**src/rtl/apb_master_bridge.sv**
```systemverilog
// apb_master_bridge: single-outstanding core request to APB SETUP/ACCESS master
// with an ACCESS-phase wait-state timeout so unmapped addresses cannot hang the core.
module apb_master_bridge #(
    parameter int                   BUS_WIDTH = 16,
    parameter int                   TIMEOUT   = 255,
    parameter logic [BUS_WIDTH-1:0] ERR_DATA  = 16'hDEAD
) (
    input  logic                 clk,
    input  logic                 reset,
    input  logic                 req,
    input  logic [BUS_WIDTH-1:0] req_addr,
    input  logic                 req_we,
    input  logic [BUS_WIDTH-1:0] req_wdata,
    output logic                 req_ack,
    output logic                 busy,
    output logic                 resp_valid,
    output logic [BUS_WIDTH-1:0] resp_rdata,
    output logic                 resp_err,
    output logic [BUS_WIDTH-1:0] M_PADDR,
    output logic                 M_PWRITE,
    output logic                 M_PSELx,
    output logic                 M_PENABLE,
    output logic [BUS_WIDTH-1:0] M_PWDATA,
    input  logic [BUS_WIDTH-1:0] M_PRDATA,
    input  logic                 M_PREADY
);
    localparam logic [1:0] IDLE   = 2'd0;
    localparam logic [1:0] SETUP  = 2'd1;
    localparam logic [1:0] ACCESS = 2'd2;
    localparam int CW = TIMEOUT > 0 ? $clog2(TIMEOUT + 1) : 1;
    localparam logic [CW-1:0] LAST = CW'(TIMEOUT > 0 ? TIMEOUT - 1 : 0);

    logic [1:0]           state_q, state_d;
    logic [CW-1:0]        cnt_q, cnt_d;
    logic [BUS_WIDTH-1:0] paddr_q, paddr_d, pwdata_q, pwdata_d, rdata_q, rdata_d;
    logic                 pwrite_q, pwrite_d, psel_q, psel_d, penable_q, penable_d;
    logic                 rvalid_q, rvalid_d, rerr_q, rerr_d;
    logic                 timeout_hit, done;

    assign timeout_hit = (TIMEOUT != 0) && (cnt_q == LAST);
    // PREADY on the timeout edge takes priority and completes normally
    assign done        = (state_q == ACCESS) && (M_PREADY || timeout_hit);
    assign req_ack     = req && (state_q == IDLE);
    assign busy        = state_q != IDLE;
    assign resp_valid  = rvalid_q;
    assign resp_err    = rerr_q;
    assign resp_rdata  = rdata_q;
    assign M_PADDR     = paddr_q;
    assign M_PWRITE    = pwrite_q;
    assign M_PSELx     = psel_q;
    assign M_PENABLE   = penable_q;
    assign M_PWDATA    = pwdata_q;

    always_comb begin
        state_d   = state_q;
        cnt_d     = cnt_q;
        paddr_d   = paddr_q;
        pwdata_d  = pwdata_q;
        pwrite_d  = pwrite_q;
        psel_d    = psel_q;
        penable_d = penable_q;
        rdata_d   = rdata_q;
        rvalid_d  = 1'b0;
        rerr_d    = 1'b0;
        case (state_q)
            IDLE: if (req) begin
                state_d  = SETUP;
                paddr_d  = req_addr;
                pwrite_d = req_we;
                pwdata_d = req_wdata;
                psel_d   = 1'b1;
            end
            SETUP: begin
                state_d   = ACCESS;
                penable_d = 1'b1;
                cnt_d     = '0;
            end
            ACCESS: if (done) begin
                state_d   = IDLE;
                paddr_d   = '0;
                pwdata_d  = '0;
                pwrite_d  = 1'b0;
                psel_d    = 1'b0;
                penable_d = 1'b0;
                rvalid_d  = 1'b1;
                rerr_d    = !M_PREADY;
                rdata_d   = !M_PREADY ? ERR_DATA : (pwrite_q ? '0 : M_PRDATA);
            end else begin
                cnt_d = (cnt_q != '1) ? cnt_q + CW'(1) : cnt_q;
            end
            default: state_d = IDLE;
        endcase
    end

    always_ff @(posedge clk or negedge reset) begin
        if (!reset) begin
            state_q   <= IDLE;
            cnt_q     <= '0;
            paddr_q   <= '0;
            pwdata_q  <= '0;
            pwrite_q  <= 1'b0;
            psel_q    <= 1'b0;
            penable_q <= 1'b0;
            rdata_q   <= '0;
            rvalid_q  <= 1'b0;
            rerr_q    <= 1'b0;
        end else begin
            state_q   <= state_d;
            cnt_q     <= cnt_d;
            paddr_q   <= paddr_d;
            pwdata_q  <= pwdata_d;
            pwrite_q  <= pwrite_d;
            psel_q    <= psel_d;
            penable_q <= penable_d;
            rdata_q   <= rdata_d;
            rvalid_q  <= rvalid_d;
            rerr_q    <= rerr_d;
        end
    end
endmodule

```
**config.mk**
```make
export PLATFORM = sky130hd
export DESIGN_NAME = apb_master_bridge
export DESIGN_NICKNAME = d
export VERILOG_FILES = /design/src/rtl/apb_master_bridge.sv
export SDC_FILE = /design/constraint.sdc
export NUM_CORES = 1
export LEC_CHECK = 0
export CAP_MARGIN = 20
export CORE_ASPECT_RATIO = 0.9
export CORE_MARGIN = 1.5
export CORE_UTILIZATION = 34
export CTS_CLUSTER_SIZE = 14
export DETAILED_ROUTE_END_ITERATION = 8
export PLACE_DENSITY = 0.75
export SETUP_SLACK_MARGIN = 0.3
export SLEW_MARGIN = 20
export SYNTH_ARGS = -nofsm -noshare
export SYNTH_HDL_FRONTEND = slang
export SYNTH_SLANG_ARGS = --single-unit
export TNS_END_PERCENT = 50
```
**constraint.sdc**
```tcl
create_clock -name clk -period 2.4 [get_ports clk]
set_clock_uncertainty 0.2 [all_clocks]
set_input_delay 0.24 -clock clk [delete_from_list [all_inputs] [get_ports clk]]
set_output_delay 0.24 -clock clk [all_outputs]
set_load 0.01 [all_outputs]
```
After elaboration in Yosys (flattened, before gate mapping). Cells that the tools add are included.

Bits in registers: 63. Bits of input ports: 53. Output and inout bits: 55. Logic and storage cells: 55.

Add/subtract/negate cells: 1. Eq/ne operators: 8. Multiplexer cells: 23. Reduce and logical (&&, ||, !) cells: 13.

Operators by type and width (count): $mux W16 (5); $pmux W16 S2 (2); $mux W8 (2); $pmux W8 S2 (1); $add A8 B1 Y8 const B (1); $eq A8 B8 Y1 const B (1); $ne A8 B8 Y1 const B (1); $mux W1 (7); $ne A2 B2 Y1 const B (3); $pmux W1 S2 (3); $pmux W2 S3 (1); $reduce_and A2 Y1 (3); $reduce_and A3 Y1 (2); $reduce_bool A2 Y1 (3); $mux W2 (2); $eq A2 B1 Y1 const B (1); $eq A2 B2 Y1 const B (1); $logic_and A1 B1 Y1 (2); $logic_not A2 Y1 (1); $ne A2 B1 Y1 const B (1); $logic_not A1 Y1 (1); $logic_or A1 B1 Y1 (1).

Longest topological paths before layout. Gate-level depths: netlist of the first run.

Word-level depth: 5. Mapped depth: 8.

Least setup slack after synthesis of the first run. Ideal clock, no wire load.

Path kind: register -> register. From: register cnt_q[0]. To: register rdata_q[0], in the netlist resp_rdata[0]. Setup time: 0.133 ns. Arrival time: 1.442 ns. Data required time: 2.067 ns. Slack: 0.625 ns. Cell stages (with the launch flop): 9. Clock period less this slack: 1.775 ns. Path through: dfrtp_1 > inv_1 > ha_1 > and3_1 > a21oi_1 > nand2b_4 > inv_2 > buf_4 > a2bb2oi_1.

Longest elaborated chain between the ends: 4.

RTL lines: start: declaration (line 34) `logic [CW-1:0] cnt_q, cnt_d;`; start signal: assignment (line 109) `cnt_q <= cnt_d;`; $eq A8 B8 Y1 (line 40) `assign timeout_hit = (TIMEOUT != 0) && (cnt_q == LAST);`; $logic_or A1 B1 Y1 (line 42) `assign done = (state_q == ACCESS) && (M_PREADY || timeout_hit);`; $logic_and A1 B1 Y1 (line 42); $reduce_and A2 Y1 (no source line); end signal: assignment (line 115) `rdata_q <= rdata_d;`; end: declaration (line 35) `logic [BUS_WIDTH-1:0] paddr_q, paddr_d, pwdata_q, pwdata_d, rdata_q, rdata_d;`.

Every way passes these cells. A chain may end at the register's enable or synchronous reset.

Worst setup path after layout of the first run.
From: register state_q[1]. To: output busy.

Longest elaborated chain between the ends: 1.

RTL lines: start: declaration (line 33) `logic [1:0] state_q, state_d;`; start signal: assignment (line 108) `state_q <= state_d;`; $reduce_bool A2 Y1 (line 44) `assign busy = state_q != IDLE;`; end: declaration (line 15) `output logic busy,`.

Every way passes these cells.

==> reports/qor.txt, run 1 <==
Die height -> 91.5 um
Drt wl/cell -> 14.9 um
Top Family by Delay on Critical Path -> flip-flops
CTS clk-pin slew, worst paths -> 0.07 ns
Seq/Total Area, Yosys -> 0.533
Mapped Cells -> 274
Final setup margin -> 0.377 ns
DRT antenna net count -> 0
Total wire length -> 7530 um
Tmin final -> 2.02 ns
Asr flop ratio synth -> 1.00
N_diodes -> 0
TritonCTS Buffers -> 9
Top FF cell, synth -> dfrtp_1
Warnings from Yosys -> 0
Initial antenna violation count -> 0
DPL Wire Length -> 4980 um
CP max stage delay -> 0.50 ns
CTS max path bufs -> 2
First-pass GRT wire length -> 12300 um
CP max stage cell -> dfrtp_2
Synthesized area -> 2960 um2
CTS tree -> yes
Vias in the first global route -> 2441
Post-CTS Setup Repair Bufs -> 0
Largest net degree at the start of global routing -> 64
CP Class -> reg -> out
Total track usage -> 0.170
WP data arrival -> 1.58 ns
Final period util -> 0.843
Placed cell count -> 488
Sink Count -> 63
Most frequent cell after synthesis -> dfrtp_1
FF+latch count, synth -> 63
Rel. slew slack -> 0.691
Post-synth top area cell -> dfrtp_1
Distinct cell type count after synthesis -> 36
Layout cells sized above 1 -> 0.0779
IO Count -> 108
Place WS -> 0.264 ns
Initial core utilization -> 0.348
Skew-Pair Late Insertion Delay -> 0.33 ns
VDD IR-drop max -> 0.549 mV
# rows -> 32
Root buf cell -> clkbuf_8
1st-iter DRT viols -> 142
Share of the synthesized area in the top cell type -> 0.533
Syn nets -> 329
RePlAce Congestion -> 0.758
DR vias/cell -> 4.86
Via count -> 2451
Worst setup EP type -> output pin
Slew @ Worst Pin -> 0.464 ns
Mean post-synth cell area -> 10.8 um2
Gr ovfl total -> 0
Top post-synthesis cells by count -> dfrtp_1 (63), a21oi_1 (38), nor2b_1 (37), o2bb2ai_1 (34), nand2b_1 (14)
Final Util -> 0.515
Core area -> 8490 um2
H-tree Lvls -> 3
Endpoints failing setup -> 0
Final Hold Vio Count -> 0
Initial DRT Pass Iterations -> 4
Pwr dens -> 1170 nW/um2
Total of max-cap violations -> 0
Finished Layout Cells -> 504
WP buf/inv -> 1
Req. time, crit path -> 1.96 ns
Worst path cell trace -> or2_1, clkdlybuf4s50_1
Fin nets -> 436
Post-synth EDFFs -> 0
Status -> completed
IO buf count -> 107
Setup total negative slack -> 0 ns
Chip width -> 101 um
Lkg Pwr -> 1.78 nW
Crit-path max FO -> 13
Residual DRC -> 0
Startpoint Class -> flop
Die area -> 9270 um2
Max Slew Vio Count -> 0
Area Growth Syn to Fin -> 47.8%
Top cells by area, synth -> dfrtp_1 (53%), o2bb2ai_1 (10%), nor2b_1 (7.8%)
RSZ-0062 raised after global routing -> yes
Hold Path Class -> in -> async
Fmax achieved -> 494 MHz
[what timing repair did]
item	in CTS	in global routing
endpoints found under the hold margin	63	0
hold buffers	1	0
endpoints found under the setup margin	2	2
gates resized for setup	3	1
pin swaps	0	0
[power breakdown]
| part | internal (mW) | switching [mW] | leakage [nW] |
|---|---|---|---|
| sequential | 1.50 | 0.361 | 0.786 |
| clock | 0.529 | 0.399 | 0.0985 |
| combinational | 1.33 | 0.974 | 0.894 |
[cells in the final DEF (no fill, tap or decap), drive strengths merged]
master	n
and2b	1
and3	1
nand4bb	1
nand4	1
clkbuf	12
or2	1
buf	7
o21ai	6
a31oi	1
nand3	5
inv	3
nor2	5
nor2b	37
bufinv	1
o2bb2ai	34
and4	1
nand2	8
or3	2
nand2b	15
ha	2
o31ai	1
clkdlybuf4s50	105
a211o	2
a21o	4
a21oi	38
clkinvlp	1
or2b	1
a22o	5
nor3	3
dlygate4sd3	1
a2bb2oi	11
dfrtp	63
nor3b	1
and2	2
xnor2	1
clkinv	1
dlygate4sd2	1
[worst min-delay path: stages]
cell and delay, ns:
dlygate4sd3_1 0.52, buf_2 0.12, buf_12 0.28
[cell families after synthesis]
group,Yosys count,synth area share
AO/OA/AOI/OAI,102,0.248
XOR/XNOR,1,0.00296
adder cells (fa/ha/maj),2,0.00846
buffers and inverters,21,0.0321
flip-flops,63,0.533
AND/OR/NAND/NOR,85,0.176
[final cells by class]
class	count	area (um2)
Clock buffer	12	155
Clock inverter	3	42.5
Fill cell	803	4120
Inverter	3	11.3
Multi-Input combinational cell	190	1290
Sequential cell	63	1580
Tap cell	119	149
Timing Repair Buffer	114	1140
[worst paths after layout]
check / cells after the start / from / slack [ns] / end
worst max-delay path: 2 / state_q[1] / 0.38 / busy
worst min-delay path: 3 / reset / 0.24 / cnt_q[0]
worst max register to register: 7 / cnt_q[0] / 0.48 / M_PWDATA[6]
worst min register to register: 1 / M_PSELx / 0.28 / M_PSELx
max in group asynchronous: 3 / reset / 1.46 / state_q[0]
min in group clk: 3 / M_PRDATA[2] / 0.27 / resp_rdata[2]
[per-layer routing]
metal	vias up	track usage	share of wire
li1	1209	-	-
met1	1161	0.229	0.47
met2	75	0.265	0.47
met3	6	0.0647	0.059
met4	0	0.0278	0.0039
met5	-	0	0
[through the flow]
step | area, um2 | hold slack [ns] | power [mW]
2_1_floorplan | 2960 | -0.256 | 2.96
3_3_place_gp | 4160 | 0.0809 | 4.15
3_5_place_dp | 4160 | 0.0835 | 4.20
4_1_cts | 4370 | 0.248 | 5.16
5_1_grt | 4370 | 0.260 | 5.45
6_report | 4370 | 0.236 | 5.10
[flip-flops by register name, summed over array words and instances (netlist names)]
register and cells:
M_PWRITE 1, M_PENABLE 1, resp_rdata 16, resp_valid 1
resp_err 1, M_PSELx 1, cnt_q 8, state_q 2
M_PWDATA 16, M_PADDR 16
Power figures use the tool's default switching activity.
==> run 2: changes to the inputs <==
clock period = 1.94 ns   (was 2.4 ns; I/O delays follow)
==> run 2 against run 1 <==
Compared with the run above: die area is the same; non-clock buffer count increased by 21; flip-flop and latch count unchanged; total power rose by 40%; final area is 11% higher; combinational power up 58%; clock power rose by 34%; sequential power rose by 23%; largest cell class unchanged.
==> reports/qor.txt, run 2 (synthesis results as in run 1) <==
Worst setup EP type -> flop
RePlAce Congestion -> 0.813 (+7.4%)
Setup total negative slack -> 0 ns (unchanged)
P_sw -> 2.44 mW (+41%)
Status -> completed
Total of max-cap violations -> 0 (unchanged)
Cell Area, Placed -> 4220 um2 (+1.3%)
Pwr dens -> 1470 nW/um2 (+26%)
TritonCTS Buffers -> 9 (unchanged)
DR vias/cell -> 5.00 (+2.9%)
Root buf cell -> clkbuf_8
Req. time, crit path -> 1.95 ns (about the same)
Rel. slew slack -> 0.746 (+0.0554)
Lkg Pwr -> 2.09 nW (+17%)
Max Slew Vio Count -> 0 (unchanged)
Die height -> 91.5 um (unchanged)
Final setup margin -> 0.163 ns (-0.214 ns)
H-tree Lvls -> 3 (unchanged)
Endpoints failing setup -> 0 (unchanged)
Total track usage -> 0.192 (+0.0215)
DPL Wire Length -> 5120 um (+2.7%)
Area Growth Syn to Fin -> 64.1%
Design Area, Final -> 4850 um2 (+11%)
CTS tree -> yes
Top Family by Delay on Critical Path -> flip-flops
RSZ-0062 raised after global routing -> yes
Clk pwr share -> 0.174 (-0.008)
CTS max path bufs -> 2 (unchanged)
Layout cells sized above 1 -> 0.199 (+0.121)
Vias in the first global route -> 2720 (+11%)
CP max stage cell -> dfrtp_1
Fmax achieved -> 563 MHz
WHS -> 0.194 ns (-0.0419 ns)
Gr ovfl total -> 0 (unchanged)
Place WS -> -0.0264 ns (-0.291 ns)
CP Class -> reg -> reg
Chip width -> 101 um (unchanged)
Sink Count -> 63 (unchanged)
First-pass GRT wire length -> 13700 um (+11%)
Total wire length -> 8430 um (+12%)
VDD IR-drop max -> 0.549 mV (about the same)
IO Count -> 108 (unchanged)
Startpoint Class -> flop
Largest net degree at the start of global routing -> 64 (unchanged)
Most frequent cells in the layout -> clkdlybuf4s50_1 (95), dfrtp_1 (59), a21oi_1 (37)
CP max stage delay -> 0.39 ns (-0.11 ns)
Initial core utilization -> 0.348 (unchanged)
N_diodes -> 0 (unchanged)
Worst path cell trace -> inv_1, ha_2, and3_4, a21oi_2, a21o_1, buf_6, buf_12, o2bb2ai_1
Tmin final -> 1.78 ns
Core area -> 8490 um2 (unchanged)
Final Hold Vio Count -> 0 (unchanged)
Internal -> 4.71 mW (+40%)
Sw frac -> 0.341 (+0.000701)
Fill cells -> 721 (-10%)
CTS clk-pin slew, worst paths -> 0.07 ns (about the same)
Sequential share of power -> 0.318 (-0.048)
Via count -> 2632 (+7.4%)
WP data arrival -> 1.79 ns (+0.21 ns)
DRT antenna net count -> 0 (unchanged)
Hold Path Class -> in -> async
Final period util -> 0.916
Initial DRT Pass Iterations -> 4 (unchanged)
Total power -> 7.15 mW (+40%)
Fin nets -> 458 (+5.0%)
Combinational power share -> 0.508 (+0.056)
Most common cell after layout, fill and taps aside -> clkdlybuf4s50_1
Reg2Reg Setup Slack -> 0.16 ns (-0.32 ns)
IO buf count -> 107 (unchanged)
Die area -> 9270 um2 (unchanged)
Slew @ Worst Pin -> 0.381 ns (-0.0831 ns)
WP buf/inv -> 3 (+2)
Residual DRC -> 0 (unchanged)
Crit-path max FO -> 8 (-5)
1st-iter DRT viols -> 96 (-32%)
# rows -> 32 (unchanged)
Initial antenna violation count -> 0 (unchanged)
Skew-Pair Late Insertion Delay -> 0.33 ns (about the same)
Drt wl/cell -> 16.0 um (+7.3%)
==> run 2: changes by cell type in the layout (fill, tap and decap cells not counted), sizes merged <==
cell	previous run	this run
buf	7	30
bufinv	1	2
clkbuf	12	11
clkdlybuf4s50	105	95
clkinv	1	2
clkinvlp	1	0
dlygate4sd2	1	0
dlymetal6s2s	0	9
inv	3	4
==> run 2: metal layers <==
metal  track usage  wire, um  share of wire
met1         0.250      3930           0.47
met2         0.313      3920           0.47
met3        0.0354       445          0.053
met4        0.0764       133          0.016
met5             0         0              0
==> run 2: worst paths after layout <==
check	from	end	cells after the start
min in group clk	M_PRDATA[9]	resp_rdata[9]	3
min	reset	M_PADDR[13]	3
max reg2reg	cnt_q[0]	M_PADDR[4]	8
max	cnt_q[0]	M_PADDR[4]	8
min reg2reg	M_PSELx	M_PSELx	1
max in group asynchronous	reset	cnt_q[2]	3
==> run 2: area by class of cell <==
type	instances	area, um2	area share
clock buffer	11	141	0.0291
clock inverter	4	70.1	0.0144
inverter	3	18.8	0.00387
multi-input combinational	190	1470	0.303
sequential	63	1580	0.326
tap	119	149	0.0307
timing repair buffer	135	1410	0.291
timing repair inverter	1	8.76	0.00180
==> run 2: power by group through the flow <==
stage               clock, mW  sequential (mW)  combinational, mW
finish                   1.24             2.28               3.63
global placement            0             2.25               2.93
global route             1.33             2.36               3.90
floorplan                   0             2.45               1.24
detailed placement          0             2.25               3.00
CTS                      1.27             2.25               3.53
==> run 2: timing repair <==
| item | CTS | global route |
|---|---|---|
| hold buffers | 1 | 0 |
| gates resized for setup | 38 | 24 |
| gates cloned | 4 | 0 |
| endpoints found under the hold margin | 63 | 0 |
| buffers inserted | 10 | 3 |
| setup endpoints to repair | 91 | 108 |
| pin swaps | 1 | 2 |
==> run 2: worst min-delay path, cell delays in order <==
cell and delay [ns]:
dlygate4sd3_1 0.52, buf_2 0.12, buf_12 0.28
==> run 2: metrics by stage <==
step                      utilization  instances
after global placement          0.497        493
after floorplan                     -        274
after CTS                       0.556        523
after detailed placement        0.497        493
after global routing            0.572        526
final                           0.572        526
